===== config.mk =====
export PLATFORM = sky130hd
export DESIGN_NAME = cmt_prog_ctrl
export DESIGN_NICKNAME = d
export VERILOG_FILES = /design/src/rtl/cmt_prog_ctrl.sv
export SDC_FILE = /design/constraint.sdc
export NUM_CORES = 1
export LEC_CHECK = 0
export BUFFER_PORTS_ARGS = -buffer_cell sky130_fd_sc_hd__buf_2
export CAP_MARGIN = 10
export CORE_ASPECT_RATIO = 1.1
export CORE_MARGIN = 2
export CORE_UTILIZATION = 50
export CTS_BUF_LIST = sky130_fd_sc_hd__clkbuf_8
export CTS_CLUSTER_DIAMETER = 60
export CTS_CLUSTER_SIZE = 14
export DETAILED_ROUTE_END_ITERATION = 8
export GPL_ROUTABILITY_DRIVEN = 0
export PLACE_DENSITY_LB_ADDON = 0.15
export RECOVER_POWER = 25
export SYNTH_ARGS = -nofsm -noshare
export SYNTH_HDL_FRONTEND = slang
export SYNTH_SLANG_ARGS = --single-unit

===== constraint.sdc =====
create_clock -name CLK -period 3.3 [get_ports CLK]
set_input_delay 0.165 -clock CLK [delete_from_list [all_inputs] [get_ports CLK]]
set_output_delay 0.165 -clock CLK [all_outputs]
set_load 0.05 [all_outputs]

===== src/rtl/cmt_prog_ctrl.sv =====
// DCM_CLKGEN serial programming sequencer with PLL reset pulse generation.
// Optional request range check enabled by defining CMT_PROG_CTRL_RANGE_CHECK_EN.
module cmt_prog_ctrl #(
  parameter int PLL_RST_CYCLES = 16,
  parameter int DONE_TIMEOUT   = 65535
) (
  input  logic       CLK,
  input  logic       RESET_N,
  input  logic       req_valid,
  input  logic [7:0] req_m,
  input  logic [7:0] req_d,
  output logic       req_ready,
  output logic       progen,
  output logic       progdata,
  input  logic       progdone_inv,
  output logic       pll_reset,
  output logic       busy,
  output logic       done,
  output logic       err_timeout,
  output logic       err_range
);

  typedef enum logic [2:0] {
    S_IDLE, S_LOAD_D, S_GAP1, S_LOAD_M, S_GAP2, S_GO, S_WAIT_DONE, S_PLL_RST
  } state_t;

  localparam logic [15:0] TO_LOAD   = 16'(DONE_TIMEOUT - 1);
  localparam logic [15:0] PRST_LOAD = 16'(PLL_RST_CYCLES - 1);
  localparam logic [15:0] MASK_CYC  = 16'd4;

  state_t      state_q, state_n;
  logic [15:0] cnt_q, cnt_n;
  logic [7:0]  m_q, d_q;
  logic [1:0]  sync_q;
  logic        progen_q, progdata_q, pll_reset_q, done_q, err_to_q;
  logic        progen_n, progdata_n, pll_reset_n;
  logic        accept, range_bad, to_set, done_set, rng_set;
  logic [15:0] elapsed;
  logic        sync_done_inv;

  assign sync_done_inv = sync_q[1];
  assign accept        = req_valid & (state_q == S_IDLE);
  assign elapsed       = TO_LOAD - cnt_q;

`ifdef CMT_PROG_CTRL_RANGE_CHECK_EN
  logic [15:0] m_full, d_full;
  logic        err_rng_q;
  assign m_full    = {8'd0, req_m} + 16'd1;
  assign d_full    = {8'd0, req_d} + 16'd1;
  // Keeps the DCM VCO ratio M/D within [21/48, 56/48].
  assign range_bad = (m_full < 16'd2) ||
                     (16'd48 * m_full < 16'd21 * d_full) ||
                     (16'd48 * m_full > 16'd56 * d_full);
  assign err_range = err_rng_q;
  always_ff @(posedge CLK or negedge RESET_N) begin
    if (!RESET_N) err_rng_q <= 1'b0;
    else          err_rng_q <= rng_set;
  end
`else
  assign range_bad = 1'b0;
  assign err_range = 1'b0;
`endif

  always_comb begin
    state_n  = state_q;
    cnt_n    = (cnt_q != 16'd0) ? cnt_q - 16'd1 : 16'd0;
    to_set   = 1'b0;
    done_set = 1'b0;
    rng_set  = 1'b0;
    case (state_q)
      S_IDLE: begin
        cnt_n = 16'd0;
        if (accept) begin
          if (range_bad) rng_set = 1'b1;
          else begin
            state_n = S_LOAD_D;
            cnt_n   = 16'd9;
          end
        end
      end
      S_LOAD_D: if (cnt_q == 16'd0) begin state_n = S_GAP1;   cnt_n = 16'd0; end
      S_GAP1:   if (cnt_q == 16'd0) begin state_n = S_LOAD_M; cnt_n = 16'd9; end
      S_LOAD_M: if (cnt_q == 16'd0) begin state_n = S_GAP2;   cnt_n = 16'd1; end
      S_GAP2:   if (cnt_q == 16'd0) begin state_n = S_GO;     cnt_n = 16'd0; end
      S_GO: begin
        state_n = S_WAIT_DONE;
        cnt_n   = TO_LOAD;
      end
      S_WAIT_DONE: begin
        // Done wins over a timeout landing in the same cycle.
        if (!sync_done_inv && elapsed >= MASK_CYC) begin
          state_n = S_PLL_RST;
          cnt_n   = PRST_LOAD;
        end else if (cnt_q == 16'd0) begin
          state_n = S_PLL_RST;
          cnt_n   = PRST_LOAD;
          to_set  = 1'b1;
        end
      end
      S_PLL_RST: if (cnt_q == 16'd0) begin
        state_n  = S_IDLE;
        cnt_n    = 16'd0;
        done_set = ~err_to_q;
      end
      default: begin
        state_n = S_IDLE;
        cnt_n   = 16'd0;
      end
    endcase
  end

  // Outputs are registered from the next state so they line up with it.
  always_comb begin
    progen_n    = 1'b0;
    progdata_n  = 1'b0;
    pll_reset_n = (state_n == S_PLL_RST);
    case (state_n)
      S_LOAD_D: begin
        progen_n   = 1'b1;
        progdata_n = cnt_n[3] ? 1'b1 : d_q[~cnt_n[2:0]];
      end
      S_LOAD_M: begin
        progen_n   = 1'b1;
        progdata_n = cnt_n[3] ? cnt_n[0] : m_q[~cnt_n[2:0]];
      end
      S_GO:    progen_n = 1'b1;
      default: ;
    endcase
  end

  always_ff @(posedge CLK or negedge RESET_N) begin
    if (!RESET_N) begin
      state_q     <= S_IDLE;
      cnt_q       <= 16'd0;
      m_q         <= 8'd0;
      d_q         <= 8'd0;
      sync_q      <= 2'b11;
      progen_q    <= 1'b0;
      progdata_q  <= 1'b0;
      pll_reset_q <= 1'b0;
      done_q      <= 1'b0;
      err_to_q    <= 1'b0;
    end else begin
      state_q     <= state_n;
      cnt_q       <= cnt_n;
      sync_q      <= {sync_q[0], progdone_inv};
      progen_q    <= progen_n;
      progdata_q  <= progdata_n;
      pll_reset_q <= pll_reset_n;
      done_q      <= done_set;
      if (accept) begin
        m_q      <= req_m;
        d_q      <= req_d;
        err_to_q <= 1'b0;
      end else if (to_set) begin
        err_to_q <= 1'b1;
      end
    end
  end

  assign req_ready   = (state_q == S_IDLE);
  assign busy        = (state_q != S_IDLE);
  assign progen      = progen_q;
  assign progdata    = progdata_q;
  assign pll_reset   = pll_reset_q;
  assign done        = done_q;
  assign err_timeout = err_to_q;

endmodule


-- After elaboration in Yosys (flattened, before gate mapping)
Cells that the tools add are included.
- output and inout bits: 8
- flip-flop bits (word level): 42
- order comparisons: 2
- bitwise gates (word level): 3
- $add $sub $neg: 2
- equality and inequality tests: 11
- reduce and logical (&&, ||, !) cells: 9
- muxes and demuxes: 32
- operator list (cell ; count):
    $mux 16 ; 6
    $pmux 16 s6 ; 1
    $mux 3 ; 8
    $pmux 3 s8 ; 1
    $eq 3x3->1 const B ; 6
    $ge 16x3->1 const B ; 1
    $logic_not 16->1 ; 1
    $reduce_bool 16->1 ; 1
    $sub 16x1->16 const B ; 1
    $sub 16x16->16 const A ; 1
    $mux 1 ; 12
    $eq 3x2->1 const B ; 3
    $bmux 1 s3 ; 2
    $eq 3x1->1 const B ; 2
    $reduce_or 3->1 ; 2
    $lt 3x4->1 const B ; 1
    $mux 4 ; 1
    $logic_not 3->1 ; 1
    $not 3->3 ; 1
    $reduce_bool 3->1 ; 1
    $pmux 1 s2 ; 1
    $reduce_bool 2->1 ; 1
    $and 1x1->1 ; 1
    $logic_and 1x1->1 ; 1
    2 further kinds ; 2

-- Depth between registers and ports, before layout
- word-level depth: 10
- depth in mapped cells: 13
- mapped depth without buffers: 11

-- Least setup slack after synthesis
OpenSTA, ideal clock, no wires.
- path type: register to register
- start point: register state_q[2]
- end point: register progdata_q, in the netlist progdata
- arrival: 3.248 ns
- data required time: 3.167 ns
- setup time: 0.133 ns
- setup slack: -0.081 ns
- cell stages (with the launch flop): 9
- period minus slack after synthesis: 3.381 ns
- path through: dfrtp_1 nor3_1 and2_1 buf_2 nor3_2 a22oi_2 mux2_4 a2111oi_4 o211ai_2
- word-level cells in the longest chain between the ends: 9
- elaborated cells between the ends (all ways): 31
- RTL lines (what ; line ; RTL):
    start: declaration ; 31 ; state_t state_q, state_n;
    start signal: assignment ; 144 ; state_q <= state_n;
    $logic_not 3->1 * ; - ;
    named net req_ready ; 12 ; output logic req_ready,
    $and 1x1->1 ; 42 ; assign accept = req_valid & (state_q == S_IDLE);
    $mux 4 ; 73 ; if (accept) begin
    $pmux 16 s6 * ; 70 ; case (state_q)
    named net cnt_n[0] ; 32 ; logic [15:0] cnt_q, cnt_n;
    $not 3->3 ; 120, 124 ;
    $bmux 1 s3 (on tied branches) ; 124, 120 ;
    $mux 1 (on tied branches) (2 in a row) ; 124, 120 ;
    $pmux 1 s2 * ; 117 ; case (state_n)
    named net progdata_n ; 36 ; logic progen_n, progdata_n, pll_reset_n;
    end signal: assignment ; 148 ; progdata_q <= progdata_n;
    end: declaration ; 35 ; logic progen_q, progdata_q, pll_reset_q, done_q, err_to_q;
The timed path passes the listed nets; every way through them passes the cells marked *. The select of a mux whose other input is x is not followed.
A chain may end at the register's enable or synchronous reset.

-- Worst setup path after layout
- start point: register cnt_q[0]
- end point: register progdata_q, in the netlist progdata
- word-level cells in the longest chain between the ends: 10
- elaborated cells between the ends (all ways): 31
- RTL lines (what ; line ; RTL):
    start: declaration ; 32 ;
    start signal: assignment ; 145 ; cnt_q <= cnt_n;
    $sub 16x16->16, or another cell as far along ; 43 ; assign elapsed = TO_LOAD - cnt_q;
    $ge 16x3->1 or $mux 16 (tied branches) ; 91, 66 ;
    $logic_and 1x1->1 or $mux 16 (tied branches) ; 91, 94 ;
    $mux 16 ; 91 ; if (!sync_done_inv && elapsed >= MASK_CYC) begin
    $pmux 16 s6 * ; 70 ;
    named net cnt_n[0] ; 32 ;
    $not 3->3 ; 120, 124 ;
    $bmux 1 s3 (on tied branches) ; 124, 120 ;
    $mux 1 (on tied branches) (2 in a row) ; 124, 120 ;
    $pmux 1 s2 * ; 117 ;
    named net progdata_n ; 36 ;
Marked as above.

==> impl_metrics.yaml <==
sta:
  final_period_minus_worst_setup_slack_ns: 3.00
  final_worst_slack_ns: 0.298
  fin_setup_tns_ns: 0
  max_freq_mhz: 333
  relSlewSlack_pct: -48.4
  finalHoldViolations: 0
  skew_ns: 0.00634
  finalSetupViolCount: 0
  slew_violations: 43
  worst-slew-pin-transition_ns: 2.23
  rsz0062_at_grt: "no"
  finalCritPeriodShare_pct: 91.0
synthesis:
  synth_sequential_area_ratio_pct: 44.7
  synth_seq_cells: 42
  synth_top_cells_by_area: "sky130_fd_sc_hd__dfrtp_1 42%, sky130_fd_sc_hd__mux2_2 8.1%, sky130_fd_sc_hd__xnor2_1 4.1%"
  synth_area_sq_um: 2360
  number_of_flops_mapped_to_enable_cells_by_yosys: 0
  async_reset_ff_share_pct: 100
  synth_warnings: 0
  yosysTopAreaCellShare_pct: 42.5
  postSynthNetCount: 245
  most_common_library_cells_after_synthesis: "40 x sky130_fd_sc_hd__dfrtp_1, 17 x sky130_fd_sc_hd__mux2_2, 16 x sky130_fd_sc_hd__nand2_1, 16 x sky130_fd_sc_hd__o21ai_0, 13 x sky130_fd_sc_hd__nor2_1"
  synthCells: 222
  avgSynthCellArea_sq_um: 10.6
  yosysMostFrequentCell: "sky130_fd_sc_hd__dfrtp_1"
  synth.lib_cells_used.distinct: 55
  ys.flop_type: "sky130_fd_sc_hd__dfrtp_1"
  post-synth-top-area-cell: "sky130_fd_sc_hd__dfrtp_1"
cts:
  cts_tree: "yes"
  insertion_delay_ns: 0.29
  clock_tree.root_cell: "sky130_fd_sc_hd__clkbuf_8"
  cts_buffers: 5
  path_clk_slew_ns: 0.08
  tritoncts_num_sinks: 42
  h-tree-depth: 2
  clock_tree.buffer_depth: 2
  post_cts.resized_instances: 0
  post_cts.repair.setup_buffers: 0
  holdBufCountCts: 1
setup_path:
  reg2reg_depth: 9
  timing.critical_path.cells: "inv_1 -> ha_1 -> nor4b_2 -> and4_1 -> a31oi_1 -> a22oi_2 -> mux2_4 -> a2111oi_4 -> o211ai_2"
  regToRegSetupSlack_ns: 0.30
  timing.rr.end: "progdata"
  critPathLaunchType: "flip-flop"
  worstPathMaxFanout: 15
  rr_startpoint: "cnt_q[0]"
  arrival_ns: 3.17
  cpPeakStageDelay_ns: 0.56
  cp.required_ns: 3.46
  cp-end-kind: "flip-flop"
  critical_path_class: "flip-flop to flip-flop"
  critical-path-slowest-cell: "sky130_fd_sc_hd__and4_1"
global_route:
  antenna_violations_before_repair: 0
  grt_pass1_vias: 1671
  global_route_wire_length_before_repair_microns: 7710
  grt.total_usage_pct: 18.3
  grt_overflow: 0
  grt_start_max_net_pins: 43
layout:
  layout.filler_cells: 406
  num-nets-final: 271
  area_delta_synth_final_pct: 10.7
  antenna_diode_instance_count: 0
  post_route_cells_drive_above_1_share_pct: 28.2
detailed_routing:
  drt_pass_1_iters: 4
  drc: 0
  per_cell_routed_wire_length_microns: 14.9
  routed_wl_microns: 4530
  ant_nets: 0
  post_drt_via_cell_ratio: 5.61
  detailroute.via_count: 1704
  detailedRoute.firstIterationViolations: 93
floorplan:
  pin_count: 28
  starting_density_pct: 51.4
  floorplan.die.width_microns: 69.5
  die_area_sq_um: 5280
  fp.dieH_microns: 76.0
  core_sq_um: 4590
  rows: 26
flow_run:
  maxCapViolCount: 1
outcome:
  violations: "max-capacitance violations, max-slew violations"
  status: "finished with violations"
placed_design:
  dp_hpwl_microns: 3330
  preCtsSetupSlack_ns: 0.316
  port-buffer-count: 26
power_and_ir_drop:
  power-per-cell-area_nw_per_um2: 1050
  power.ir.vdd_worst_mv: 0.548
  power.leakage_nw: 1.14
hold_path:
  min_delay_path_depth: 2
  hp-class: "input pin to flip-flop"
  timing.hold.worst.start: "req_m[7]"
  worstHoldEndpoint: "m_q[7]"
## stage by stage
step | instances | hold WS [ns] | util, % | power [W] | area (sq um)
after floorplan | 222 | -0.131 | - | 0.00215 | 2360
after global placement | 296 | 0.274 | 55.0 | 0.00242 | 2520
after detailed placement | 296 | 0.272 | 55.0 | 0.00244 | 2520
after CTS | 304 | 0.0385 | 56.9 | 0.00277 | 2610
after global routing | 304 | 0.0944 | 56.9 | 0.00297 | 2610
final | 304 | 0.104 | 56.9 | 0.00275 | 2610
## per-layer routing
| metal | up-vias | wire length, microns | global-route usage [%] | share of wire (%) |
|---|---|---|---|---|
| met3 | 4 | 164 | 4.10 | 3.6 |
| met2 | 41 | 2230 | 30.4 | 49 |
| li1 | 842 | - | - | - |
| met4 | 0 | 47 | 5.69 | 1.0 |
| met5 | - | 0 | 0 | 0 |
| met1 | 817 | 2080 | 24.0 | 46 |
## state kept, by name (all words and copies together) (netlist names)
signal / flops
cnt_q: 16
d_q: 8
done: 1
err_timeout: 1
m_q: 8
pll_reset: 1
progdata: 1
progen: 1
state_q: 3
sync_q: 2
## final cells by class
class	count	area, sq um	share of cell area, %
Clock buffer	5	68.8	2.64
Clock inverter	2	11.3	0.431
Inverter	9	33.8	1.29
Multi-Input combinational cell	159	1200	46.1
Sequential cell	42	1050	40.4
Tap cell	56	70.1	2.68
Timing Repair Buffer	31	169	6.47
## worst max path at each step
stage / start / slack [ns] / end
detailed placement: cnt_q[0] / 0.32 / progdata
floorplan: state_q[2] / 0.42 / progdata
global route: cnt_q[0] / 0.05 / progdata
finish: cnt_q[0] / 0.30 / progdata
global placement: cnt_q[0] / 0.39 / progdata
CTS: cnt_q[0] / 0.28 / progdata
## cell usage in the layout, fill, tap and decap left out, types with 6 or more instances in the layout
cell type                 count
sky130_fd_sc_hd__a21oi_1      6
sky130_fd_sc_hd__buf_2       25
sky130_fd_sc_hd__nand2_1     16
sky130_fd_sc_hd__xnor2_1     11
sky130_fd_sc_hd__dfrtp_1     40
sky130_fd_sc_hd__o21ai_0     16
sky130_fd_sc_hd__mux2i_1      8
sky130_fd_sc_hd__nor2_1      13
sky130_fd_sc_hd__nor3_1       8
sky130_fd_sc_hd__inv_1        8
sky130_fd_sc_hd__mux2_2      17
## critical path: cells and delay by family, from the launching register on
family / cells / cell delay [ns]
AOI/OAI and AO/OA: 4 / 1.02
adders and majority gates: 1 / 0.15
buffers and inverters: 1 / 0.13
DFF: 1 / 0.45
muxes: 1 / 0.35
and+or+nand+nor: 2 / 0.77
## logic make-up (layout without fill, tap and decap cells)
group / Yosys count / after routing / synth area share (%)
AO/OA/AOI/OAI: 44 / 44 / 13.9
other: 1 / 1 / 0.159
multiplexers: 26 / 26 / 12.2
buffers and inverters: 21 / 47 / 4.46
XOR/XNOR: 16 / 16 / 5.94
adder cells (fa/ha/maj): 3 / 3 / 1.59
flip-flops: 42 / 42 / 44.7
AND/OR/NAND/NOR: 69 / 69 / 17.1
## where the power goes
part / switching (W) / leakage (nW) / internal [W]
logic: 0.000750 / 0.575 / 0.000671
registers: 0.000269 / 0.518 / 0.000746
clock network: 0.000166 / 0.0414 / 0.000142
total: 0.00119 / 1.14 / 0.00156
(Power assumes the default switching activity.)
